`config.mk`:
```
export PLATFORM = sky130hd
export DESIGN_NAME = cache_mgmt_unit
export DESIGN_NICKNAME = d
export VERILOG_FILES = /design/src/rtl/cache_mgmt_unit.sv
export SDC_FILE = /design/constraint.sdc
export NUM_CORES = 1
export LEC_CHECK = 0
export CORE_AREA = 2 2 168 170
export CTS_CLUSTER_SIZE = 12
export DETAILED_ROUTE_END_ITERATION = 7
export DIE_AREA = 0 0 170 172
export DONT_BUFFER_PORTS = 1
export PLACE_DENSITY = 0.45
export SLEW_MARGIN = 40
export SYNTH_ARGS = -nofsm -noshare
export SYNTH_HDL_FRONTEND = slang
export SYNTH_SLANG_ARGS = --single-unit
export TNS_END_PERCENT = 20
```
`constraint.sdc`:
```
create_clock -name clk -period 2.14 [get_ports clk]
set_input_delay 0.428 -clock clk [delete_from_list [all_inputs] [get_ports clk]]
set_output_delay 0.428 -clock clk [all_outputs]
set_load 0.01 [all_outputs]
```
`src/rtl/cache_mgmt_unit.sv`:
```
// Cache controller between CPU memory stage, 2-way data cache and main memory: hits answer the cycle after the
// lookup, misses stall through dirty write-back and 4-beat refill; optional perf counters under CMU_PERF_CNT_EN.
module cache_mgmt_unit #(
  parameter int ADDR_BITS  = 32,
  parameter int TAG_BITS   = 23,
  parameter int LINE_WORDS = 4
) (
  input  logic                 clk,
  input  logic                 rst,
  input  logic                 en_r,
  input  logic                 en_w,
  input  logic [ADDR_BITS-1:0] addr,
  input  logic [2:0]           u_b_h_w,
  input  logic [31:0]          data_w,
  output logic [31:0]          data_r,
  output logic                 stall,
  output logic [ADDR_BITS-1:0] cache_addr,
  output logic                 cache_load,
  output logic                 cache_edit,
  output logic                 cache_store,
  output logic                 cache_invalid,
  output logic [2:0]           cache_u_b_h_w,
  output logic [31:0]          cache_din,
  input  logic                 cache_hit,
  input  logic [31:0]          cache_dout,
  input  logic                 cache_valid,
  input  logic                 cache_dirty,
  input  logic [TAG_BITS-1:0]  cache_tag,
  output logic                 mem_cs,
  output logic                 mem_we,
  output logic [ADDR_BITS-1:0] mem_addr,
  output logic [31:0]          mem_dout,
  input  logic [31:0]          mem_din,
  input  logic                 mem_ack,
  output logic [31:0]          hit_cnt,
  output logic [31:0]          miss_cnt,
  output logic [31:0]          wb_cnt
);

  localparam int CNT_BITS = $clog2(LINE_WORDS);
  localparam int IDX_LSB  = CNT_BITS + 2;
  localparam int IDX_MSB  = ADDR_BITS - TAG_BITS - 1;
  localparam logic [CNT_BITS-1:0] CNT_LAST = CNT_BITS'(LINE_WORDS - 1);
  localparam logic [2:0] WIDTH_WORD = 3'b010;

  typedef enum logic [2:0] {
    S_IDLE,
    S_CHECK,
    S_BACK,
    S_FILL,
    S_WAIT
  } state_t;

  state_t state, state_nxt;

  logic [ADDR_BITS-1:0] req_addr;
  logic [2:0]           req_type;
  logic                 req_w;
  logic [31:0]          req_data;
  logic [TAG_BITS-1:0]  victim_tag;
  logic [CNT_BITS-1:0]  cnt;
  logic                 phase;
  logic                 replay;

  logic [ADDR_BITS-1:0] back_addr;
  logic [ADDR_BITS-1:0] fill_addr;

  assign back_addr = {victim_tag, req_addr[IDX_MSB:IDX_LSB], cnt, 2'b00};
  assign fill_addr = {req_addr[ADDR_BITS-1:IDX_MSB+1], req_addr[IDX_MSB:IDX_LSB], cnt, 2'b00};

  always_ff @(posedge clk) begin
    if (rst) begin
      state      <= S_IDLE;
      req_addr   <= '0;
      req_type   <= '0;
      req_w      <= 1'b0;
      req_data   <= '0;
      victim_tag <= '0;
      cnt        <= '0;
      phase      <= 1'b0;
      replay     <= 1'b0;
    end else begin
      state <= state_nxt;
      case (state)
        S_IDLE: begin
          if (en_r || en_w) begin
            req_addr <= addr;
            req_type <= u_b_h_w;
            req_w    <= en_w;
            req_data <= data_w;
            replay   <= 1'b0;
          end
        end
        S_CHECK: begin
          if (!cache_hit) begin
            cnt   <= '0;
            phase <= 1'b0;
            if (cache_valid && cache_dirty) victim_tag <= cache_tag;
          end
        end
        // Phase 0 addresses the victim word; phase 1 holds it on mem_dout until memory accepts.
        S_BACK: begin
          if (!phase) begin
            phase <= 1'b1;
          end else if (mem_ack) begin
            phase <= 1'b0;
            cnt   <= cnt + 1'b1;
          end
        end
        S_FILL: begin
          if (mem_ack) cnt <= cnt + 1'b1;
        end
        S_WAIT: replay <= 1'b1;
        default: ;
      endcase
    end
  end

  always_comb begin
    state_nxt     = state;
    stall         = 1'b0;
    data_r        = '0;
    cache_addr    = '0;
    cache_load    = 1'b0;
    cache_edit    = 1'b0;
    cache_store   = 1'b0;
    cache_invalid = 1'b0;
    cache_u_b_h_w = '0;
    cache_din     = '0;
    mem_cs        = 1'b0;
    mem_we        = 1'b0;
    mem_addr      = '0;
    mem_dout      = '0;
    if (rst) begin
      state_nxt = S_IDLE;
      // A half-filled victim way would look valid with stale words, so the whole set is dropped.
      if (state == S_FILL) begin
        cache_invalid = 1'b1;
        cache_addr    = req_addr;
      end
    end else begin
      case (state)
        S_IDLE: begin
          if (en_r || en_w) begin
            stall         = 1'b1;
            cache_addr    = addr;
            cache_load    = en_r;
            cache_edit    = en_w;
            cache_din     = data_w;
            cache_u_b_h_w = u_b_h_w;
            state_nxt     = S_CHECK;
          end
        end
        S_CHECK: begin
          cache_addr    = req_addr;
          cache_u_b_h_w = req_type;
          if (cache_hit) begin
            data_r    = req_w ? '0 : cache_dout;
            state_nxt = S_IDLE;
          end else begin
            stall     = 1'b1;
            state_nxt = (cache_valid && cache_dirty) ? S_BACK : S_FILL;
          end
        end
        S_BACK: begin
          stall         = 1'b1;
          cache_addr    = back_addr;
          cache_u_b_h_w = WIDTH_WORD;
          if (phase) begin
            mem_cs   = 1'b1;
            mem_we   = 1'b1;
            mem_addr = back_addr;
            mem_dout = cache_dout;
            if (mem_ack && cnt == CNT_LAST) state_nxt = S_FILL;
          end
        end
        S_FILL: begin
          stall         = 1'b1;
          mem_cs        = 1'b1;
          mem_addr      = fill_addr;
          cache_addr    = fill_addr;
          cache_u_b_h_w = WIDTH_WORD;
          if (mem_ack) begin
            cache_store = 1'b1;
            cache_din   = mem_din;
            if (cnt == CNT_LAST) state_nxt = S_WAIT;
          end
        end
        S_WAIT: begin
          stall         = 1'b1;
          cache_addr    = req_addr;
          cache_load    = ~req_w;
          cache_edit    = req_w;
          cache_din     = req_data;
          cache_u_b_h_w = req_type;
          state_nxt     = S_CHECK;
        end
        default: state_nxt = S_IDLE;
      endcase
    end
  end

`ifdef CMU_PERF_CNT_EN
  always_ff @(posedge clk) begin
    if (rst) begin
      hit_cnt  <= '0;
      miss_cnt <= '0;
      wb_cnt   <= '0;
    end else begin
      // The replay after a refill always hits; it is the tail of a miss, not a hit.
      if (state == S_CHECK && cache_hit && !replay) hit_cnt <= hit_cnt + 32'd1;
      if (state == S_CHECK && !cache_hit) miss_cnt <= miss_cnt + 32'd1;
      if (state == S_BACK && phase && mem_ack && cnt == CNT_LAST) wb_cnt <= wb_cnt + 32'd1;
    end
  end
`else
  assign hit_cnt  = '0;
  assign miss_cnt = '0;
  assign wb_cnt   = '0;
`endif

endmodule

```
==> impl_results.md, run 1 <==
* Max-cap violations at 0
* HP Start: rst
* Commonest non-fill, non-tap cell in the layout: a21oi_1
* Launch point of the critical path: state[1]
* Number of buffers inserted by port buffering at 0
* Gate count of the mapped netlist at 962
* Length in cells of the worst reg-to-reg path at 6
* Post-route clock skew at 0.0159 ns
* Clock-pin transition on the worst setup and hold timing paths at 0.08 ns
* Worst R2R End: req_data[17]
* Final estimated routing congestion in global placement at 0.724
* Worst Setup Slack, final at -0.113 ns
* Area of the placeable core at 0.0275 mm^2
* Cells traversed along the worst timing path: buf_6 -> and3b_2 -> o21ai_2 -> buf_12 -> a21oi_1 -> buf_4
* Critical path start-end classification: reg -> out
* Post-detailed-placement half-perimeter wirelength at 20300 um
* DRC violations left at 0
* Minimum period implied by the final worst setup slack at 2.25 ns
* TritonCTS Buffers at 9
* Post-detailed-route wirelength per cell at 22.6 um
* Achievable Freq at 0.444 GHz
* Final Cycle Share at 105%
* Detailed-route wire length at 29900 um
* Cell with the largest stage delay on the worst path: dfxtp_4
* Cell chosen for the clock root: clkbuf_16
* Post-synthesis register bit count at 97
* Crit-path max cell delay at 0.38 ns
* Final setup vio count at 114
* Leading register cell type out of synthesis: dfxtp_1
* Worst-margin pin slew at 0.547 ns
* Maximum number of buffers from clock root to sink at 2
* Worst vdd ir at 0.297 mV
* Most frequent cells in the layout: a21oi_1, conb_1, dfxtp_1, buf_4
* Worst hold path endpoint: req_data[9]
* Total Negative Setup Slacks at -6.04 ns
* Die Y at 172 um
* Worst hold path depth at 1
* TritonCTS clock tree: yes
* Static Leakage at 3.44 nW
* Antenna-violating nets left at 0
* Row Count at 61
* Vias per cell at 5.66
* Critical path launch point type: flop
* Initial Utilization at 26.2%
* Crit path arrival time at 1.83 ns
* Tightest slew margin relative to the limit at 63.2%
* Overall fraction of global-route tracks in use at 18.7%
* Wire length of the first global-routing pass at 41800 um
* Proportion of register bits with asynchronous set or reset after synthesis at 0%
* Result of the run: complete, but fails checks
* Final hold vios at 0
* Number of max-slew violations in the final report at 0
* Crit-path max FO at 32
* Total power divided by cell area at 585 mW/mm^2
* Via count at 7510
* H-tree lvl count at 3
* Path category of the worst min-delay check: in -> reg
* Maximum number of pins on one net before global-route repair at 112
* Num ports at 428
* Width of the chip at 170 um
* Number of antenna violations at the first check in global routing at 2
* Sequential area share after synthesis at 26.9%
* Req. time, crit path at 1.71 ns
* Cell area after technology mapping at 0.00721 mm^2
* Die Outline Area at 0.0292 mm^2
* Violations in the final reports: setup timing
* Type of destination of the critical path: primary output
* Sum of overflow across all layers after global routing at 0
* Layout cell share with drive strength beyond 1 at 30.9%
* RSZ-0062 raised after global routing: yes
* Clock network latency to the later pin of the worst-skew pair at 0.36 ns
* Unique masters post-synth at 54
* Worst hold slack at 0.145 ns
* Post-synth EDFFs at 0
* Mean post-synth cell area at 7.50 um^2
* TritonRoute pass-1 iters at 5
* Layout area overhead at 27.1%
* Reg2reg start: state[2]
* Nets at 1138
* CTS sink count at 97
* Number of design-rule violations left by the first detailed-router iteration at 522
* Yosys warning total at 0
* Number of global-route vias before repair at 6661
* Setup slack of the most critical reg-to-reg path at 0.29 ns
## worst max path at each step
stage	slack, ns	end	cells past startpoint
final	-0.11	cache_din[1]	6
after global routing	-0.19	cache_din[1]	6
after CTS	-0.12	cache_addr[31]	7
after detailed placement	0.004	cache_addr[31]	6
after global placement	0.02	cache_addr[31]	6
after floorplan	0.30	cache_din[27]	7
## kinds of logic (layout without fill, tap and decap cells)
family	count (synthesis)	count (layout)	synth area share, %
compound gates	345	345	31.4
simple gates	266	266	21.7
buf+inv	245	166	18.8
flops	97	97	26.9
mux	5	5	0.729
xor+xnor	2	2	0.243
fa+ha+maj	1	1	0.173
other cells	1	99	0.0520
## worst max-delay path, delay by kind of cell (launching register included)
kind,cells,cell delay [ns]
buf+inv,3,0.51
flops,1,0.38
simple gates,1,0.27
compound gates,2,0.26
## per-layer routing
metal,global-route usage [%],wire length [um]
met1,23.9,12400
met3,5.75,2700
met2,30.5,14300
met5,0,13
met4,4.94,510
## report_power, final
group          switching (mW)  internal [mW]
clock                   0.844          0.936
combinational           0.940          0.565
sequential              0.137           1.94
total                    1.92           3.44
## synth_stat cells (all sizes together) (2+ instances only)
| cell type | number | area, um^2 |
|---|---|---|
| a22oi | 61 | 458 |
| and3 | 34 | 213 |
| nand3 | 39 | 195 |
| a32oi | 23 | 201 |
| nand2b | 3 | 18.8 |
| nor3b | 2 | 31.3 |
| o31ai | 67 | 503 |
| nand4 | 67 | 419 |
| nor2 | 31 | 124 |
| or3b | 2 | 17.5 |
| mux2i | 3 | 30.0 |
| buf | 153 | 1010 |
| a21oi | 131 | 656 |
| o221ai | 23 | 201 |
| mux2 | 2 | 22.5 |
| dfxtp | 97 | 1940 |
| clkbuf | 63 | 236 |
| nand2 | 26 | 97.6 |
| a31oi | 2 | 12.5 |
| o2bb2ai | 4 | 35.0 |
| and2 | 41 | 257 |
| or2 | 3 | 18.8 |
| nor2b | 4 | 25.0 |
| inv | 29 | 109 |
| o21ai | 28 | 144 |
| and4b | 3 | 30.0 |
| nor4 | 3 | 33.8 |
## layout make-up
class | count | area, um^2
Clock buffer | 9 | 225
Fill cell | 2902 | 18300
Clock inverter | 7 | 90.1
Tap cell | 346 | 433
Multi-Input combinational cell | 717 | 4990
Antenna cell | 1 | 2.50
Inverter | 29 | 109
Timing Repair Buffer | 121 | 1370
Sequential cell | 97 | 1950
## sequential cells by signal, indices dropped and copies added (netlist names)
signal,flops
cnt,2
victim_tag,23
req_data,32
req_w,1
req_type,3
state,3
phase,1
req_addr,32
## timing repair
item                       in CTS  in global routing
hold buffers                    0                  0
gates cloned                    4                  3
gates resized for setup       119                 84
setup endpoints to repair     166                152
buffers inserted               15                  2
pin swaps                      53                 29
## stage by stage
stage	std cells	util [%]	worst slack (ns)	area (um^2)	power, mW
floorplan	1059	-	0.295	7570	3.10
global placement	1287	28.1	0.0221	7730	3.39
detailed placement	1287	28.1	0.00445	7730	3.40
CTS	1321	31.8	-0.125	8730	5.34
global route	1327	33.4	-0.195	9170	5.63
finish	1327	33.4	-0.113	9170	5.36
No activity file was read; power rests on OpenSTA's default activity.
==> inputs of run 2 (changes only) <==
Settings changed: SLEW_MARGIN 40 to default.
==> results of run 2 <==
Final layout, timing and power as in run 1 (identical DEF).
